===== src/rtl/if_pkg.sv =====
// Shared types and constants for the instruction-fetch stage.
package if_pkg;

  typedef enum logic [1:0] {
    S_IDLE  = 2'd0,
    S_FETCH = 2'd1,
    S_HOLD  = 2'd2
  } state_t;

  localparam logic [31:0] RESET_PC_DEFAULT = 32'h8000_0000;
  localparam logic [31:0] INST_NOP         = 32'h0000_0013;
  localparam logic [31:0] PC_STEP          = 32'd4;

  function automatic logic [31:0] align_word(input logic [31:0] addr);
    return {addr[31:2], 2'b00};
  endfunction

endpackage


===== src/rtl/if_fetch_stage.sv =====
// Instruction-fetch stage: owns the PC, drives a synchronous INST_SRAM and
// hands {pc, inst} to decode with a one-entry buffer for decode stalls.
module if_fetch_stage
  import if_pkg::*;
#(
  parameter logic [31:0] RESET_PC = if_pkg::RESET_PC_DEFAULT,
  parameter logic [31:0] INST_NOP = if_pkg::INST_NOP
) (
  input  logic        clk,
  input  logic        reset,
  output logic        inst_sram_en,
  output logic        inst_sram_wen,
  output logic [31:0] inst_sram_addr,
  output logic [31:0] inst_sram_wdata,
  input  logic [31:0] inst_sram_rdata,
  input  logic        br_taken,
  input  logic [31:0] br_target,
  input  logic        id_allowin,
  output logic        if_valid,
  output logic [31:0] if_pc,
  output logic [31:0] if_inst
);

  state_t      state_r, state_s;
  logic [31:0] pc_r, pc_s;
  logic [31:0] buf_inst_r, buf_inst_s;
  logic [31:0] pc_next_s;
  logic [31:0] br_addr_s;

  assign inst_sram_wen   = 1'b0;
  assign inst_sram_wdata = 32'h0000_0000;
  assign pc_next_s       = pc_r + PC_STEP;
  assign br_addr_s       = align_word(br_target);

  // Request, presentation and next-state decode; a redirect overrides everything.
  always_comb begin
    inst_sram_en   = 1'b0;
    inst_sram_addr = pc_r;
    if_valid       = 1'b0;
    if_pc          = pc_r;
    if_inst        = INST_NOP;
    state_s        = state_r;
    pc_s           = pc_r;
    buf_inst_s     = buf_inst_r;
    if (!reset) begin
      inst_sram_addr = RESET_PC;
      if_pc          = RESET_PC;
    end else begin
      case (state_r)
        S_IDLE: begin
          inst_sram_en   = 1'b1;
          inst_sram_addr = RESET_PC;
          pc_s           = RESET_PC;
          state_s        = S_FETCH;
        end
        S_FETCH, S_HOLD: begin
          if (br_taken) begin
            inst_sram_en   = 1'b1;
            inst_sram_addr = br_addr_s;
            pc_s           = br_addr_s;
            state_s        = S_FETCH;
          end else begin
            if_valid = 1'b1;
            if_inst  = (state_r == S_FETCH) ? inst_sram_rdata : buf_inst_r;
            if (id_allowin) begin
              inst_sram_en   = 1'b1;
              inst_sram_addr = pc_next_s;
              pc_s           = pc_next_s;
              state_s        = S_FETCH;
            end else begin
              // SRAM output is not guaranteed stable once en drops, so capture it now.
              if (state_r == S_FETCH) begin
                buf_inst_s = inst_sram_rdata;
              end else begin
                buf_inst_s = buf_inst_r;
              end
              state_s = S_HOLD;
            end
          end
        end
        default: begin
          state_s = S_IDLE;
        end
      endcase
    end
  end

  // State, PC and hold-buffer registers.
  always_ff @(posedge clk or negedge reset) begin
    if (!reset) begin
      state_r    <= S_IDLE;
      pc_r       <= RESET_PC;
      buf_inst_r <= INST_NOP;
    end else begin
      state_r    <= state_s;
      pc_r       <= pc_s;
      buf_inst_r <= buf_inst_s;
    end
  end

endmodule


===== config.mk =====
export PLATFORM = sky130hd
export DESIGN_NAME = if_fetch_stage
export DESIGN_NICKNAME = d
export VERILOG_FILES = /design/src/rtl/if_pkg.sv /design/src/rtl/if_fetch_stage.sv
export SDC_FILE = /design/constraint.sdc
export NUM_CORES = 1
export LEC_CHECK = 0
export BUFFER_PORTS_ARGS = -buffer_cell sky130_fd_sc_hd__buf_2
export CORE_MARGIN = 5
export CORE_UTILIZATION = 40
export DETAILED_ROUTE_END_ITERATION = 7
export PLACE_DENSITY = 0.67
export SETUP_SLACK_MARGIN = 0.4
export SLEW_MARGIN = 10
export SYNTH_ARGS = -nofsm -noshare
export SYNTH_HDL_FRONTEND = slang
export SYNTH_SLANG_ARGS = --single-unit

===== constraint.sdc =====
create_clock -name clk -period 4 [get_ports clk]
set_clock_uncertainty 0.1 [all_clocks]
set_input_delay 0.6 -clock clk [delete_from_list [all_inputs] [get_ports clk]]
set_output_delay 0.6 -clock clk [all_outputs]
set_load 0.01 [all_outputs]

==> flow_summary_export.csv, run 1 <==
group,metric,value,unit
status,outcome,"finished clean",
synth,post-synth-top-area-cell,"dfrtp_1",
final_layout,areaGrowthSynthToFinish,18.1,%
synth,ys_ff_latch,66,
final_layout,fillers,1351,
final_layout,finish.utilization,0.481,
pwr,seqPwrFrac,0.376,
timing,clock.fmax,296,MHz
floorplan,die-area,0.0159,mm²
synth,synth_cells,629,
drt,wl_per_cell,16.5,µm
global_routing,antenna_found_initial,0,
place,place_area,0.00607,mm²
pwr,pwr-share-clk,0.231,
flow_run,cap_violations,0,
final_layout,multi_input_area,0.00326,mm²
cts,postCtsResizedCells,0,
final_layout,layout_common_cells,"buf_2, nand2_1, dfrtp_1, nor2_1, o21ai_0",
synth,synth-edff-count,0,
cts,cts.clk_slew.worst_paths,0.06,ns
floorplan,die_h,126,µm
worst_setup_path,crit_arrival,2.67,ns
synth,synth_compound_area_frac,0.151,
pwr,p_sw_frac,0.399,
drt,drtIter0Drc,310,
worst_setup_path,r2r_end,"buf_inst_r[18]",
synth,synth_top_family_by_area,"simple AND/OR/NAND/NOR gates",
drt,antenna_left,0,
global_routing,grt_pass1_wl,25400,µm
place,gp_congestion,0.852,
worst_setup_path,rr_worst_depth,7,
timing,worstMarginPinSlew,0.711,ns
cts,holdBufCountCts,0,
synth,synth_top_area_frac,0.288,
worst_setup_path,crit_path_start_kind,"flip-flop",
synth,syn_area,0.00539,mm²
timing,rsz0062_at_grt,"no",
worst_setup_path,reg2reg_from,"state_r[0]",
drt,drc,0,
worst_setup_path,endpoint_kind,"output port",
cts,cts_tree,"done",
pwr,p_leak,3.33,nW
global_routing,grt_max_degree,61,
pwr,p_switching,1.37,mW
final_layout,fin_area,0.00637,mm²
global_routing,grt.total_usage,0.195,
place,io_buffers,163,
synth,syn_area_per_cell,8.58,µm²
pwr,peakVddDrop,360,µV
cts,cts.sinks,66,
pwr,power.density,538,mW/mm²
worst_setup_path,required,3.30,ns
final_layout,final_common_cell,"buf_2",
cts,postCtsSetupRepairBufs,0,
global_routing,grt_overflow,0,
global_routing,grt_pass1_vias,4971,
final_layout,register_area,0.00166,mm²
synth,synthXorXnorAreaFrac,0.0114,
timing,period_needed,3.37,ns
synth,synth_mux_area_frac,0.147,
cts,clock_path_buffers,2,
drt,vias,5005,
pwr,p_comb_frac,0.393,
place,hpwl,11200,µm
worst_hold_path,worstHoldPathType,"input port to async pin",
worst_setup_path,rrSetupSlack,0.98,ns
timing,finalSetupViolations,0,
worst_setup_path,cp_max_fo,27,
pwr,p_int,2.06,mW
floorplan,rows,42,
synth,ys_async_sr_fraction,1.00,
timing,setup_tns,0,ns
final_layout,n_antenna_cell,0,
floorplan,core,0.0132,mm²
timing,max_slew_margin,0.523,
synth,synth.area.top_cells,"dfrtp_1, mux2i_1, mux2_2",
timing,maxSlewViolCount,0,
cts,cts-root-buf,"clkbuf_16",
final_layout,nets,833,
timing,hold_viol,0,
final_layout,drive_above_1_share,0.332,
synth,synth_warnings,0,
cts,clkLatencyLatePin,0.34,ns
worst_setup_path,criticalPathCategory,"flip-flop to output port",
cts,htree_levels,3,
drt,first_pass_iters,6,
synth,yosys.area_share.simple,0.262,
drt,totalWireLength,15500,µm
synth,ys_seq_area_frac,0.307,
synth,synthAdderAreaFrac,0.00928,
floorplan,start_util,0.407,
timing,fin_crit_sh,0.844,
drt,avgViaCountPerCell,5.31,
synth,ys.flop_type,"dfrtp_1",
floorplan,die_w,126,µm
cts,cts_buffers,9,
floorplan,ioPinCount,199,
synth,ys_types,61,
[cell usage after synthesis (3+ instances only)]
master / n
a21o_1: 15
nor4_1: 6
buf_2: 10
and2_1: 33
a22oi_1: 15
a21boi_0: 3
and3_1: 10
ha_1: 4
a32oi_1: 5
o221a_2: 3
nor3_1: 16
nand4_1: 10
nand2_1: 72
nand2b_1: 5
o21ai_0: 51
inv_1: 7
mux2_2: 34
nor2_1: 57
clkbuf_1: 26
nand4_4: 5
clkbuf_8: 7
and4_1: 4
a21oi_1: 15
nand3_1: 13
o21a_1: 7
mux2i_1: 41
dfstp_2: 4
dfrtp_1: 62
buf_4: 38
buf_6: 3
xor2_1: 6
[layout make-up]
class,count,share of cell area
Tap cell,176,0.0346
Clock inverter,6,0.0106
Multi-Input combinational cell,502,0.512
Clock buffer,10,0.0359
Inverter,7,0.00412
Timing Repair Buffer,175,0.143
Sequential cell,66,0.260
[metal layers]
metal / up-vias / global-route usage / share of wire
met5: - / 0 / 0
met4: 0 / 0.0543 / 0.010
met3: 11 / 0.0508 / 0.067
met2: 171 / 0.323 / 0.49
met1: 2397 / 0.252 / 0.44
li1: 2426 / - / -
[cell families after synthesis]
group,count (synthesis)
xor+xnor,7
simple gates,255
flops,66
buf+inv,93
compound gates,128
fa+ha+maj,4
other cells,1
mux,75
[power by group through the flow]
stage	sequential [mW]	clock (mW)	combinational [mW]
after global placement	1.28	0	1.33
after floorplan	1.10	0	1.17
after detailed placement	1.29	0	1.36
after CTS	1.28	0.819	1.36
final	1.29	0.792	1.35
after global routing	1.34	0.843	1.50
[metrics by stage]
step	hold WS, ns	power (mW)	worst slack [ns]	cells
after floorplan	0.204	2.28	1.50	661
after global placement	0.370	2.61	0.899	926
after detailed placement	0.372	2.65	0.882	926
after CTS	0.262	3.47	0.598	942
after global routing	0.305	3.69	0.408	942
final	0.254	3.43	0.625	942
[worst max-delay path, stage by stage (launching register included)]
cell and delay [ns]:
dfrtp_1 0.41, ha_1 0.34, and2b_1 0.24, buf_4 0.20, and2_1 0.20, buf_4 0.32, o21ai_0 0.13, o21ai_0 0.28
buf_2 0.19
[state kept, by name (all words and copies together) (netlist names)]
register    flops
buf_inst_r     32
pc_r           32
state_r         2
[worst max path at each step]
stage | from | endpoint | slack (ns)
final | state_r[0] | inst_sram_addr[20] | 0.63
after global routing | state_r[0] | if_inst[18] | 0.41
after CTS | state_r[0] | if_inst[14] | 0.60
after detailed placement | id_allowin | inst_sram_addr[22] | 0.88
after global placement | id_allowin | inst_sram_addr[22] | 0.90
after floorplan | state_r[0] | if_inst[0] | 1.50
Power figures use the tool's default switching activity.
==> inputs of run 2 (changes only) <==
- PLACE_DENSITY: 0.67 -> 0.7
- clock period: 4 -> 3 ns (I/O delays scaled with it)
==> flow_summary_export.csv, run 2 (synthesis results as in run 1) <==
group,metric,value,unit
status,outcome,"finished clean",
worst_setup_path,cp_slowest_cell,"dfrtp_2",
cts,cts.clk_slew.worst_paths,0.06,ns
floorplan,die_w,126,µm
final_layout,final_common_cell,"buf_2",
final_layout,n_antenna_cell,0,
place,gp_congestion,0.855,
floorplan,start_util,0.407,
timing,maxSlewViolCount,0,
pwr,peakVddDrop,413,µV
final_layout,stdcell_count,1003,
timing,worstMarginPinSlew,0.560,ns
floorplan,core,0.0132,mm²
final_layout,nets,894,
floorplan,die-area,0.0159,mm²
drt,first_pass_iters,5,
pwr,p_leak,3.73,nW
timing,finalSetupViolations,0,
final_layout,finish.utilization,0.548,
drt,drtIter0Drc,476,
worst_setup_path,cp_max_fo,5,
cts,clkLatencyLatePin,0.35,ns
cts,cts_buffers,9,
drt,wl_per_cell,17.2,µm
drt,drc,0,
worst_setup_path,crit_arrival,2.09,ns
drt,antenna_left,0,
worst_setup_path,rrSetupSlack,0.78,ns
global_routing,antenna_found_initial,0,
place,dpl.cell_count,936,
worst_setup_path,r2r_end,"buf_inst_r[10]",
final_layout,drive_above_1_share,0.452,
flow_run,cap_violations,0,
cts,cts.sinks,66,
worst_setup_path,startpoint,"pc_r[2]",
timing,fin_crit_sh,0.880,
worst_setup_path,max_stage_delay,0.41,ns
final_layout,fillers,1232,
timing,hold_viol,0,
floorplan,rows,42,
worst_setup_path,rr_worst_depth,7,
global_routing,grt_pass1_wl,26400,µm
timing,rsz0062_at_grt,"yes",
timing,period_needed,2.64,ns
worst_setup_path,worst-path-buf-inv,1,
pwr,power.density,716,mW/mm²
place,place_area,0.00617,mm²
worst_hold_path,worstHoldPathType,"input port to async pin",
timing,clock.fmax,379,MHz
place,hpwl,11400,µm
final_layout,fin_area,0.00726,mm²
drt,avgViaCountPerCell,5.41,
cts,htree_levels,3,
worst_setup_path,required,2.45,ns
worst_setup_path,reg2reg_from,"state_r[1]",
cts,cts_tree,"done",
final_layout,areaGrowthSynthToFinish,34.6,%
timing,max_slew_margin,0.626,
global_routing,grt.total_usage,0.203,
global_routing,grt_overflow,0,
final_layout,largestRegisters,"buf_inst_r x32, pc_r x32, state_r x2",
global_routing,grt_pass1_vias,5032,
worst_setup_path,endpoint_kind,"output port",
worst_setup_path,crit_path_start_kind,"flip-flop",
floorplan,die_h,126,µm
cts,cts-root-buf,"clkbuf_16",
floorplan,ioPinCount,199,
cts,clock_path_buffers,2,
timing,setup_tns,0,ns
final_layout,layout_common_cells,"buf_2, nand2_1, buf_4, nor2_1",
place,io_buffers,163,
global_routing,grt_max_degree,54,
drt,totalWireLength,17200,µm
worst_setup_path,cp.depth,7,
worst_setup_path,criticalPathCategory,"flip-flop to output port",
worst_setup_path,worstPathCellList,"ha_4 > nand3_2 > nor3_4 > nand4_1 > mux2_4 > nand2_2 > buf_6",
drt,vias,5427,
worst_setup_path,cpLargestDelayFamily,"simple AND/OR/NAND/NOR gates",
## run 2: cell types whose count changed in the layout (fill, tap and decap cells not counted), moves of 6 or more
cell,previous run,this run
buf_12,0,6
buf_4,13,55
buf_6,0,12
dfrtp_1,62,41
dfrtp_2,0,21
nor2_1,57,50
nor2_2,0,6
nor3_1,16,9
nor3_2,1,7
o21ai_0,51,37
o21ai_1,1,14
## run 2: worst max path at each step
stage,endpoint,slack [ns]
global placement,inst_sram_addr[12],0.42
CTS,inst_sram_addr[27],0.37
detailed placement,inst_sram_addr[31],0.43
floorplan,if_inst[0],0.65
finish,inst_sram_addr[30],0.36
global route,inst_sram_addr[18],0.28
## run 2: report_power, final
group / total, mW / switching (mW) / internal [mW] / leakage [nW]
clock: 1.15 / 0.424 / 0.729 / 0.145
sequential: 1.67 / 0.391 / 1.28 / 0.808
combinational: 2.37 / 1.19 / 1.17 / 2.78
total: 5.20 / 2.01 / 3.19 / 3.73
## run 2: layout make-up
class	instances	area, µm²	share of cell area
Clock buffer	10	229	0.0315
Clock inverter	6	91.3	0.0126
Inverter	7	26.3	0.00362
Multi-Input combinational cell	502	3480	0.479
Sequential cell	66	1680	0.232
Tap cell	176	220	0.0303
Timing Repair Buffer	236	1530	0.211
## run 2: routing by layer
layer | global-route usage | share of wire
met4 | 0.0599 | 0.022
met5 | 0 | 0
met3 | 0.0466 | 0.074
met2 | 0.340 | 0.49
met1 | 0.263 | 0.41
## run 2: repair_timing
item / CTS / global route
hold endpoints to repair: 9 / 0
hold buffers: 1 / 0
resized for setup: 58 / 53
setup endpoints to repair: 61 / 38
setup buffers: 26 / 22
gates cloned: 1 / 1
pin swaps: 14 / 18
## run 2: metrics by stage
stage               setup slack (ns)  power (mW)  hold slack [ns]
finish                         0.359        5.20           0.0689
global route                   0.284        5.52           0.0687
CTS                            0.366        5.01           0.0524
detailed placement             0.431        3.58            0.242
global placement               0.419        3.53            0.242
floorplan                      0.652        3.04           0.0544
==> inputs of run 3 (changes only) <==
- clock period: 3 -> 2.3 ns (I/O delays scaled with it)
==> flow_summary_export.csv, run 3 (synthesis results as in run 1) <==
group,metric,value,unit
cts,clkLatencyLatePin,0.34,ns
place,gp_congestion,0.802,
drt,drc,0,
drt,antenna_left,0,
timing,finalSetupViolations,95,
worst_setup_path,rr_worst_depth,12,
cts,clock_path_buffers,2,
global_routing,grt_overflow,0,
place,dpl.cell_count,973,
floorplan,ioPinCount,199,
floorplan,die_h,126,µm
global_routing,grt.total_usage,0.218,
status,outcome,"finished, violations left",
cts,cts.clk_slew.worst_paths,0.06,ns
cts,htree_levels,3,
timing,setup_ws,-0.299,ns
final_layout,layout_common_cells,"buf_2, buf_6, buf_4, nand2_1, dfrtp_1",
final_layout,n_antenna_cell,0,
timing,fin_crit_sh,1.13,
place,hpwl,11500,µm
flow_run,cap_violations,0,
place,place_ws,0.0114,ns
floorplan,rows,42,
timing,rsz0062_at_grt,"yes",
final_layout,drive_above_1_share,0.599,
global_routing,grt_max_degree,31,
worst_setup_path,required,1.86,ns
cts,cts_tree,"done",
timing,clock.fmax,385,MHz
timing,worst_hold_slack,0.0667,ns
drt,drtIter0Drc,374,
drt,first_pass_iters,5,
cts,cts_buffers,9,
floorplan,core,0.0132,mm²
drt,totalWireLength,21200,µm
pwr,peakVddDrop,401,µV
floorplan,start_util,0.407,
worst_setup_path,cp_max_fo,3,
timing,hold_viol,0,
final_layout,fillers,939,
timing,period_needed,2.60,ns
worst_setup_path,crit_arrival,2.15,ns
status,failed_checks,"setup timing",
cts,cts.sinks,66,
pwr,power.density,930,mW/mm²
floorplan,die_w,126,µm
worst_setup_path,crit_path_start_kind,"flip-flop",
place,io_buffers,163,
worst_setup_path,endpoint_kind,"output port",
drt,avgViaCountPerCell,5.57,
cts,cts-root-buf,"clkbuf_16",
pwr,total_power,8.45,mW
global_routing,grt_pass1_wl,28400,µm
final_layout,final_common_cell,"buf_2",
worst_setup_path,criticalPathCategory,"flip-flop to output port",
final_layout,largestRegisters,"buf_inst_r x32, pc_r x32, state_r x2",
pwr,p_leak,4.41,nW
drt,wl_per_cell,19.9,µm
drt,vias,5942,
timing,maxSlewViolCount,0,
floorplan,die-area,0.0159,mm²
global_routing,antenna_found_initial,0,
worst_hold_path,worstHoldPathType,"input port to async pin",
final_layout,stdcell_count,1067,
global_routing,grt_pass1_vias,5585,
final_layout,nets,958,
final_layout,areaGrowthSynthToFinish,68.6,%
run 3: cell count changes in the layout (fill, tap and decap cells not counted), sizes merged:
cell and delta:
clkbuf +1, buf +62, clkinv +2, clkinvlp -1
run 3: final timing paths:
path                               start                  to  slack, ns
max                              pc_r[2]  inst_sram_addr[22]      -0.30
min                                reset            pc_r[31]       0.07
max reg2reg                   state_r[1]      buf_inst_r[25]      -0.15
min reg2reg                      pc_r[1]             pc_r[1]       0.38
max in group asynchronous          reset             pc_r[3]       1.39
min in group clk           br_target[18]            pc_r[18]       0.14
run 3: where the power goes:
group	switching, mW	internal, mW	leakage [nW]
Sequential	0.538	1.67	0.817
Combinational	2.25	2.50	3.44
Clock	0.551	0.946	0.151
Total	3.34	5.11	4.41
run 3: per-layer routing:
layer | global-route usage | up-vias | part of all wire
met5 | 0 | - | 0
met4 | 0.104 | 0 | 0.038
met3 | 0.0398 | 62 | 0.068
met2 | 0.364 | 316 | 0.51
met1 | 0.272 | 2876 | 0.38
li1 | - | 2688 | -
run 3: cell type report:
cell class,instances,area (µm²),share of cell area
Clock buffer,9,225,0.0248
Clock inverter,7,93.8,0.0103
Inverter,7,36.3,0.00399
Multi-Input combinational cell,502,4270,0.470
Sequential cell,66,1680,0.184
Tap cell,176,220,0.0242
Timing Repair Buffer,300,2570,0.283
run 3: what timing repair did:
| item | CTS | global route |
|---|---|---|
| setup endpoints to repair | 113 | 116 |
| gates cloned | 7 | 3 |
| buffers inserted | 46 | 20 |
| hold buffers | 2 | 0 |
| hold endpoints to repair | 25 | 0 |
| gates resized for setup | 155 | 194 |
| pin swaps | 46 | 75 |
run 3: metrics by stage:
stage	utilization	TNS [ns]	cell area [µm²]
floorplan	-	0	5640
global route	0.687	-19.40	9090
global placement	0.495	0	6550
CTS	0.605	-5.49	8010
finish	0.687	-12.28	9090
detailed placement	0.495	0	6550
run 3: worst max-delay path, cell delays in order (launching register included):
cell	delay, ns
dfrtp_2	0.40
ha_4	0.16
and3_4	0.19
nand4_1	0.24
or3_1	0.40
a31o_2	0.27
nand2_2	0.06
buf_6	0.09
